$ cat src/rtl/game_pixel_gen_if.sv
// Pixel bus between the VGA timing controller and the game pixel source.
//   vga_xide  10  active-area x coordinate (0 outside the active area)
//   vga_yide  10  active-area y coordinate (0 outside the active area)
//   vga_vs     1  vertical sync, active low
//   vga_data   8  RGB332 pixel returned one clock after the coordinates
// master: the timing controller side; slave: the pixel source side.
interface game_pixel_gen_if;
  logic [9:0] vga_xide;
  logic [9:0] vga_yide;
  logic       vga_vs;
  logic [7:0] vga_data;

  modport master (output vga_xide, output vga_yide, output vga_vs, input vga_data);
  modport slave  (input vga_xide, input vga_yide, input vga_vs, output vga_data);
endinterface

$ cat src/rtl/game_pixel_gen.sv
// Ball-and-paddle game engine and RGB332 pixel source for an 800x600 frame.
// Game state advances once per frame on the falling edge of vertical sync;
// the pixel for each coordinate pair is returned one clock later.
// Ports:
//   clk_40mhz   pixel clock
//   rst_n       asynchronous active-low reset
//   vga         pixel bus (slave): coordinates and vsync in, vga_data out
//   btn_left    move paddle left (async level)
//   btn_right   move paddle right (async level)
//   btn_start   start / acknowledge (async, rising edge)
//   score       paddle hits this game, saturating
//   lives       remaining lives
//   game_state  0=IDLE 1=PLAY 2=MISS 3=OVER
//
// state | meaning
// IDLE  | ball parked at centre, paddle movable, waiting for start
// PLAY  | ball and paddle advance every frame
// MISS  | ball went past the paddle; hold for MISS_FRAMES frames
// OVER  | no lives left; start returns to IDLE
module game_pixel_gen #(
  parameter int BALL_SIZE    = 8,
  parameter int BALL_SPEED   = 4,
  parameter int PADDLE_W     = 100,
  parameter int PADDLE_Y     = 570,
  parameter int PADDLE_SPEED = 8,
  parameter int LIVES        = 3,
  parameter int MISS_FRAMES  = 60
) (
  input  logic                    clk_40mhz,
  input  logic                    rst_n,
  game_pixel_gen_if.slave         vga,
  input  logic                    btn_left,
  input  logic                    btn_right,
  input  logic                    btn_start,
  output logic [7:0]              score,
  output logic [1:0]              lives,
  output logic [1:0]              game_state
);

  typedef enum logic [1:0] {S_IDLE = 2'd0, S_PLAY = 2'd1, S_MISS = 2'd2, S_OVER = 2'd3} state_t;

  localparam logic [10:0] L_BALL  = 11'(BALL_SIZE);
  localparam logic [10:0] L_SPD   = 11'(BALL_SPEED);
  localparam logic [10:0] L_PW    = 11'(PADDLE_W);
  localparam logic [10:0] L_PY    = 11'(PADDLE_Y);
  localparam logic [10:0] L_PH    = 11'd10;
  localparam logic [10:0] L_PSPD  = 11'(PADDLE_SPEED);
  localparam logic [10:0] L_XMAX  = 11'(800 - BALL_SIZE);
  localparam logic [10:0] L_PMAX  = 11'(800 - PADDLE_W);
  localparam logic [10:0] L_YEND  = 11'd600;
  localparam logic [10:0] L_BX0   = 11'd396;
  localparam logic [10:0] L_BY0   = 11'd296;
  localparam logic [10:0] L_PAD0  = 11'd350;
  localparam logic [1:0]  L_LIVES = 2'(LIVES);
  localparam logic [7:0]  L_MLAST = 8'(MISS_FRAMES - 1);

  state_t      r_state, w_state_nxt;
  logic [10:0] r_ball_x, r_ball_y, r_pad_x;
  logic        r_dir_right, r_dir_down;
  logic [7:0]  r_score, r_miss_cnt, r_data;
  logic [1:0]  r_lives;
  logic        r_left_s1, r_left_s2, r_right_s1, r_right_s2;
  logic        r_start_s1, r_start_s2, r_start_d;
  logic        r_vs_d1, r_vs_d2;

  logic        w_tick, w_start_edge;
  logic [10:0] w_x, w_y, w_bot, w_pad_nxt, w_bx_nxt, w_by_nxt;
  logic        w_dr_nxt, w_dd_nxt, w_hit, w_miss, w_x_ovl, w_miss_done;
  logic        w_launch, w_park, w_play_step, w_miss_step, w_pad_en;
  logic        w_ball_px, w_pad_px;
  logic [7:0]  w_bg;

  // Buttons are asynchronous; vsync is already in this clock domain and
  // only needs a delay line for the edge detect.
  always_ff @(posedge clk_40mhz or negedge rst_n) begin
    if (!rst_n) begin
      r_left_s1  <= 1'b0;
      r_left_s2  <= 1'b0;
      r_right_s1 <= 1'b0;
      r_right_s2 <= 1'b0;
      r_start_s1 <= 1'b0;
      r_start_s2 <= 1'b0;
      r_start_d  <= 1'b0;
      r_vs_d1    <= 1'b0;
      r_vs_d2    <= 1'b0;
    end else begin
      r_left_s1  <= btn_left;
      r_left_s2  <= r_left_s1;
      r_right_s1 <= btn_right;
      r_right_s2 <= r_right_s1;
      r_start_s1 <= btn_start;
      r_start_s2 <= r_start_s1;
      r_start_d  <= r_start_s2;
      r_vs_d1    <= vga.vga_vs;
      r_vs_d2    <= r_vs_d1;
    end
  end

  assign w_tick       = r_vs_d2 & ~r_vs_d1;
  assign w_start_edge = r_start_s2 & ~r_start_d;
  assign w_x          = {1'b0, vga.vga_xide};
  assign w_y          = {1'b0, vga.vga_yide};
  assign w_bot        = r_ball_y + L_BALL;
  assign w_x_ovl      = (r_ball_x + L_BALL > r_pad_x) && (r_ball_x < r_pad_x + L_PW);
  assign w_miss_done  = (r_miss_cnt == L_MLAST);

  // Pressing both buttons cancels out.
  always_comb begin
    w_pad_nxt = r_pad_x;
    if (r_left_s2 && !r_right_s2) begin
      w_pad_nxt = (r_pad_x < L_PSPD) ? 11'd0 : r_pad_x - L_PSPD;
    end else if (r_right_s2 && !r_left_s2) begin
      w_pad_nxt = (r_pad_x + L_PSPD > L_PMAX) ? L_PMAX : r_pad_x + L_PSPD;
    end
  end

  // One frame of ball motion, from pre-update ball and paddle positions.
  always_comb begin
    w_bx_nxt = r_ball_x;
    w_dr_nxt = r_dir_right;
    w_by_nxt = r_ball_y;
    w_dd_nxt = r_dir_down;
    w_hit    = 1'b0;
    w_miss   = 1'b0;
    if (r_dir_right) begin
      if (r_ball_x + L_SPD > L_XMAX) begin
        w_bx_nxt = L_XMAX;
        w_dr_nxt = 1'b0;
      end else begin
        w_bx_nxt = r_ball_x + L_SPD;
      end
    end else if (r_ball_x < L_SPD) begin
      w_bx_nxt = 11'd0;
      w_dr_nxt = 1'b1;
    end else begin
      w_bx_nxt = r_ball_x - L_SPD;
    end
    if (!r_dir_down) begin
      if (r_ball_y < L_SPD) begin
        w_by_nxt = 11'd0;
        w_dd_nxt = 1'b1;
      end else begin
        w_by_nxt = r_ball_y - L_SPD;
      end
    end else if (w_bot <= L_PY && w_bot + L_SPD >= L_PY && w_x_ovl) begin
      w_by_nxt = L_PY - L_BALL;
      w_dd_nxt = 1'b0;
      w_hit    = 1'b1;
    end else if (w_bot + L_SPD >= L_YEND) begin
      w_miss = 1'b1;
    end else begin
      w_by_nxt = r_ball_y + L_SPD;
    end
  end

  always_ff @(posedge clk_40mhz or negedge rst_n) begin
    if (!rst_n) r_state <= S_IDLE;
    else        r_state <= w_state_nxt;
  end

  always_comb begin
    w_state_nxt = r_state;
    case (r_state)
      S_IDLE:  if (w_start_edge) w_state_nxt = S_PLAY;
      S_PLAY:  if (w_tick && w_miss) w_state_nxt = S_MISS;
      S_MISS:  if (w_tick && w_miss_done) w_state_nxt = (r_lives == 2'd1) ? S_OVER : S_PLAY;
      S_OVER:  if (w_start_edge) w_state_nxt = S_IDLE;
      default: w_state_nxt = S_IDLE;
    endcase
  end

  always_comb begin
    w_launch    = 1'b0;
    w_park      = 1'b0;
    w_play_step = 1'b0;
    w_miss_step = 1'b0;
    w_pad_en    = 1'b0;
    w_bg        = 8'h00;
    case (r_state)
      S_IDLE: begin
        w_launch = w_start_edge;
        w_pad_en = w_tick;
      end
      S_PLAY: begin
        w_play_step = w_tick;
        w_pad_en    = w_tick;
      end
      S_MISS: begin
        w_miss_step = w_tick;
        w_bg        = 8'h60;
      end
      S_OVER: begin
        w_park = w_start_edge;
        w_bg   = 8'hE0;
      end
      default: w_bg = 8'h00;
    endcase
  end

  always_ff @(posedge clk_40mhz or negedge rst_n) begin
    if (!rst_n) begin
      r_ball_x    <= L_BX0;
      r_ball_y    <= L_BY0;
      r_dir_right <= 1'b1;
      r_dir_down  <= 1'b0;
      r_pad_x     <= L_PAD0;
      r_score     <= 8'd0;
      r_lives     <= L_LIVES;
      r_miss_cnt  <= 8'd0;
    end else begin
      if (w_pad_en) r_pad_x <= w_pad_nxt;
      if (w_launch) begin
        r_score     <= 8'd0;
        r_lives     <= L_LIVES;
        r_ball_x    <= L_BX0;
        r_ball_y    <= L_BY0;
        r_dir_right <= 1'b1;
        r_dir_down  <= 1'b0;
      end
      if (w_park) begin
        r_ball_x <= L_BX0;
        r_ball_y <= L_BY0;
      end
      if (w_play_step) begin
        // On a miss the ball freezes where it was so the miss is visible.
        if (w_miss) begin
          r_miss_cnt <= 8'd0;
        end else begin
          r_ball_x    <= w_bx_nxt;
          r_ball_y    <= w_by_nxt;
          r_dir_right <= w_dr_nxt;
          r_dir_down  <= w_dd_nxt;
          if (w_hit && r_score != 8'hFF) r_score <= r_score + 8'd1;
        end
      end
      if (w_miss_step) begin
        if (w_miss_done) begin
          r_miss_cnt <= 8'd0;
          r_lives    <= r_lives - 2'd1;
          if (r_lives != 2'd1) begin
            r_ball_x    <= L_BX0;
            r_ball_y    <= L_BY0;
            r_dir_right <= 1'b1;
            r_dir_down  <= 1'b0;
          end
        end else begin
          r_miss_cnt <= r_miss_cnt + 8'd1;
        end
      end
    end
  end

  assign w_ball_px = (w_x >= r_ball_x) && (w_x < r_ball_x + L_BALL) &&
                     (w_y >= r_ball_y) && (w_y < r_ball_y + L_BALL);
  assign w_pad_px  = (w_x >= r_pad_x) && (w_x < r_pad_x + L_PW) &&
                     (w_y >= L_PY) && (w_y < L_PY + L_PH);

  always_ff @(posedge clk_40mhz or negedge rst_n) begin
    if (!rst_n)         r_data <= 8'h00;
    else if (w_ball_px) r_data <= 8'hFF;
    else if (w_pad_px)  r_data <= 8'h1C;
    else                r_data <= w_bg;
  end

  assign vga.vga_data = r_data;
  assign score        = r_score;
  assign lives        = r_lives;
  assign game_state   = r_state;

endmodule

$ cat src/flat_wrapper.sv
// flat-port wrapper written by rule: the top's interface ports become plain ports
module game_pixel_gen_flat 
#(
  parameter int BALL_SIZE    = 8,
  parameter int BALL_SPEED   = 4,
  parameter int PADDLE_W     = 100,
  parameter int PADDLE_Y     = 570,
  parameter int PADDLE_SPEED = 8,
  parameter int LIVES        = 3,
  parameter int MISS_FRAMES  = 60
)
  (clk_40mhz, rst_n, btn_left, btn_right, btn_start, score, lives, game_state, vga_vga_xide, vga_vga_yide, vga_vga_vs, vga_vga_data);
  game_pixel_gen_if vga_i ();
  input  logic clk_40mhz;
  input  logic rst_n;
  input  logic btn_left;
  input  logic btn_right;
  input  logic btn_start;
  output logic [7:0] score;
  output logic [1:0] lives;
  output logic [1:0] game_state;
  input wire logic [$bits(vga_i.vga_xide)-1:0] vga_vga_xide;
  input wire logic [$bits(vga_i.vga_yide)-1:0] vga_vga_yide;
  input wire logic [$bits(vga_i.vga_vs)-1:0] vga_vga_vs;
  output wire logic [$bits(vga_i.vga_data)-1:0] vga_vga_data;
  assign vga_i.vga_xide = vga_vga_xide;
  assign vga_i.vga_yide = vga_vga_yide;
  assign vga_i.vga_vs = vga_vga_vs;
  assign vga_vga_data = vga_i.vga_data;
  game_pixel_gen #(.BALL_SIZE(BALL_SIZE), .BALL_SPEED(BALL_SPEED), .PADDLE_W(PADDLE_W), .PADDLE_Y(PADDLE_Y), .PADDLE_SPEED(PADDLE_SPEED), .LIVES(LIVES), .MISS_FRAMES(MISS_FRAMES)) u_core (.clk_40mhz(clk_40mhz), .rst_n(rst_n), .vga(vga_i), .btn_left(btn_left), .btn_right(btn_right), .btn_start(btn_start), .score(score), .lives(lives), .game_state(game_state));
endmodule
$ cat config.mk
export PLATFORM = sky130hd
export DESIGN_NAME = game_pixel_gen_flat
export DESIGN_NICKNAME = d
export VERILOG_FILES = /design/src/rtl/game_pixel_gen_if.sv /design/src/rtl/game_pixel_gen.sv /design/src/flat_wrapper.sv
export SDC_FILE = /design/constraint.sdc
export NUM_CORES = 1
export LEC_CHECK = 0
export CORE_MARGIN = 3
export CORE_UTILIZATION = 55
export CTS_CLUSTER_DIAMETER = 50
export DETAILED_ROUTE_END_ITERATION = 10
export GPL_ROUTABILITY_DRIVEN = 0
export GPL_TIMING_DRIVEN = 0
export HOLD_SLACK_MARGIN = 0.1
export PLACE_DENSITY_LB_ADDON = 0.3
export SYNTH_ARGS = -nofsm -noshare
export SYNTH_HDL_FRONTEND = slang
export SYNTH_SLANG_ARGS = --single-unit
$ cat constraint.sdc
create_clock -name clk_40mhz -period 3.42 [get_ports clk_40mhz]
set_input_delay 0.855 -clock clk_40mhz [delete_from_list [all_inputs] [get_ports clk_40mhz]]
set_output_delay 0.855 -clock clk_40mhz [all_outputs]
set_load 0.01 [all_outputs]
==> results.md <==
* Minimum clock period at between 3 and 4 ns
* Slew at the pin with the worst max-slew slack at 0.892 ns
* Synth top area share at 0.190
* Cells on worst reg2reg path at 15
* Via Count at 6859
* #FFs+latches synth at between 60 and 70
* Critical path class: reg2reg
* WP data arrival at 3.60 ns
* Final WL at about 20000 µm
* CP endpoint: u_core.r_ball_y[4]$_DFF_PN0_
* Status: completed
* Synth area leaders: dfrtp_1 (19%), ha_1 (18%), dfstp_2 (6.3%)
* Die width at 117 µm
* Skew-Pair Late Insertion Delay at ~0.33 ns
* DR pass1 iterations at 6
* Slew Viols, Final at 0
* Worst Skew at 0.00505 ns
* Pin count of the biggest net entering global routing at 68
* Global Route Usage Sum at 0.287
* Filler cells at between 800 and 900
* Mapped Area at about 6700 µm²
* Slew HR at 0.405
* Register area share after synthesis at 0.252
* ANT cells at 0
* Die Height at between 100 and 150 µm
* Cells after Synth at roughly 800
* Most frequent cell after synthesis: ha_1
* Grt total ovfl at 0
* Die ar. at between 10000 and 15000 µm²
* Synth warn at 0
* Synth Area per Inst at 8.30 µm²
* Initial antenna violation count at 0
* Critical R2R Launch: u_core.r_pad_x[3]$_DFFE_PN1P_
* Final period utilization at 0.983
* Hold slack at roughly 0.35 ns
* CTS tree: done
* H-Tree Depth at 3
* Syn_nets at between 900 and 1000
* Dominant cell type by area after synthesis: dfrtp_1
* Maximum buffer depth of the clock tree at 2
* Vias in the first global route at between 6000 and 7000
* Drt via density at around 6.6
* Fin worst setup slack at around 0.057 ns
* Setup WS pre-CTS at -0.608 ns
* Netlist cell types at approximately 80
* Async SR Flop Fraction at 1.00
* MaxCap Viol Count at 0
* Worst path required time at about 3.7 ns
* Worst VDD drop at 0.377 mV
* Post-Layout Inst Area at 8080 µm²
* Floorplan row count at 39
* Area growth from synthesis to layout at 20.3%
* Initial Util at 0.576
* CP Capture Type: flop
* Post-route ant nets at 0
* I/O Pins at between 40 and 50
* P_leak at 3.55 nW
* Achievable clock frequency at slightly below 0.3 GHz
* Core Area at roughly 12000 µm²
* Commonest cells in the netlist: ha_1 (94), nand2_1 (74), nor2_1 (54)
* Dpl cell area at around 7300 µm²
* DP Wirelength at around 15000 µm
* # nets final at 1009
* Clk sink count at 67
* Routed WL per cell at 19.0 µm
* Synth Flop Type: dfrtp_1
* CTS Root Cell: clkbuf_16
* # DRC at 0
* IO Port Bufs at 45
* R2R setup slack at 0.06 ns
* Clock-pin transition on the worst setup and hold timing paths at 0.05 ns
* Hold/Removal Path Class: reg2reg
* Total power at ~6.6 mW
* Pwr dens at 816 nW/µm²
* Final hold vios at 0
* Final TNS setup at 0 ns
* Share of layout cells above drive strength 1 at 0.143
* Setup crit start: u_core.r_pad_x[3]$_DFFE_PN1P_
* Final setup vio count at 0
* Critical path startpoint category: flop
* Worst R2R End: u_core.r_ball_y[4]$_DFF_PN0_
* Global-route wire length before repair at 31500 µm
* Initial drt markers at approximately 850
* Crit Path Max Fanout at 10
* CTS Buf Count at 9
* Post-synth EDFFs at 0
## worst min path at each step
| stage | from | end | slack (ns) | cells after the start |
|---|---|---|---|---|
| global placement | u_core.r_right_s1$_DFF_PN0_ | u_core.r_right_s2$_DFF_PN0_ | 0.33 | 0 |
| finish | u_core.r_left_s1$_DFF_PN0_ | u_core.r_left_s2$_DFF_PN0_ | 0.35 | 0 |
| detailed placement | u_core.r_left_s1$_DFF_PN0_ | u_core.r_left_s2$_DFF_PN0_ | 0.34 | 0 |
| floorplan | u_core.r_left_s1$_DFF_PN0_ | u_core.r_left_s2$_DFF_PN0_ | 0.33 | 0 |
| global route | u_core.r_right_s1$_DFF_PN0_ | u_core.r_right_s2$_DFF_PN0_ | 0.36 | 0 |
| CTS | u_core.r_left_s1$_DFF_PN0_ | u_core.r_left_s2$_DFF_PN0_ | 0.35 | 0 |
## critical path: stages (launching register included)
cell	delay (ns)
dfstp_2	0.59
buf_4	0.15
ha_4	0.16
nand2_1	0.08
and2_1	0.20
nor2_2	0.14
xnor2_1	0.13
ha_2	0.22
a21oi_2	0.14
o31ai_2	0.11
nor3_2	0.23
o2111ai_4	0.22
buf_6	0.21
or2_1	0.26
and2_1	0.19
a211oi_1	0.23
## area by class of cell
| class | count | area, µm² | share of cell area |
|---|---|---|---|
| buffer | 34 | 204 | 0.0252 |
| clock buffer | 12 | 236 | 0.0293 |
| clock inverter | 3 | 40.0 | 0.00495 |
| inverter | 52 | 205 | 0.0254 |
| multi-input combinational | 652 | 4860 | 0.601 |
| sequential | 67 | 1700 | 0.210 |
| tap | 143 | 179 | 0.0221 |
| timing repair buffer | 73 | 658 | 0.0814 |
## routing by layer
| layer | up-vias | routed length, µm | global-route usage |
|---|---|---|---|
| met3 | 69 | 1670 | 0.0435 |
| met1 | 3257 | 8130 | 0.381 |
| met4 | 0 | 770 | 0.128 |
| li1 | 3150 | - | - |
| met2 | 383 | 9130 | 0.463 |
| met5 | - | 0 | 0 |
## power breakdown
part / internal, mW / switching, mW
logic: 1.81 / 2.59
registers: 1.03 / 0.278
clock network: 0.558 / 0.324
total: 3.40 / 3.20
## flip-flops by register name, summed over array words and instances, names as in the netlist, 2 cells and up
name                 flops
u_core.r_pad_x          10
u_core.r_miss_cnt        8
u_core.score             8
u_core.r_ball_y         11
u_core.lives             2
u_core.r_ball_x         11
u_core.vga.vga_data      4
u_core.game_state        2
## cell families after synthesis
kind of cell             count (synthesis)  synth area share
buffers and inverters                   91            0.0588
AO/OA/AOI/OAI                          229             0.236
AND/OR/NAND/NOR                        281             0.211
adder cells (fa/ha/maj)                 94             0.175
multiplexers                            14            0.0209
XOR/XNOR                                34            0.0454
flip-flops                              67             0.252
## cell usage in the layout, fill, tap and decap left out, types with 14 or more instances in the layout
cell,instances
nor3_1,17
inv_1,46
nand3_1,46
nor2_1,52
dfstp_2,16
buf_4,40
dfrtp_1,50
o211ai_1,15
o21a_1,14
clkdlybuf4s50_1,44
a21oi_1,47
clkbuf_1,17
o21ai_0,34
xnor2_1,23
nand2_1,73
nand4_1,15
ha_1,89
## stage by stage
step / utilization / std cells
floorplan: - / 810
global placement: 0.630 / 998
detailed placement: 0.630 / 998
CTS: 0.663 / 1015
global route: 0.693 / 1036
finish: 0.693 / 1036
## timing repair
item                       4_1_cts  5_1_grt
hold buffers                     0        0
setup endpoints to repair       42       39
pin swaps                        4       16
gates resized for setup         17       45
setup buffers                    5       23
Power figures use the tool's default switching activity.
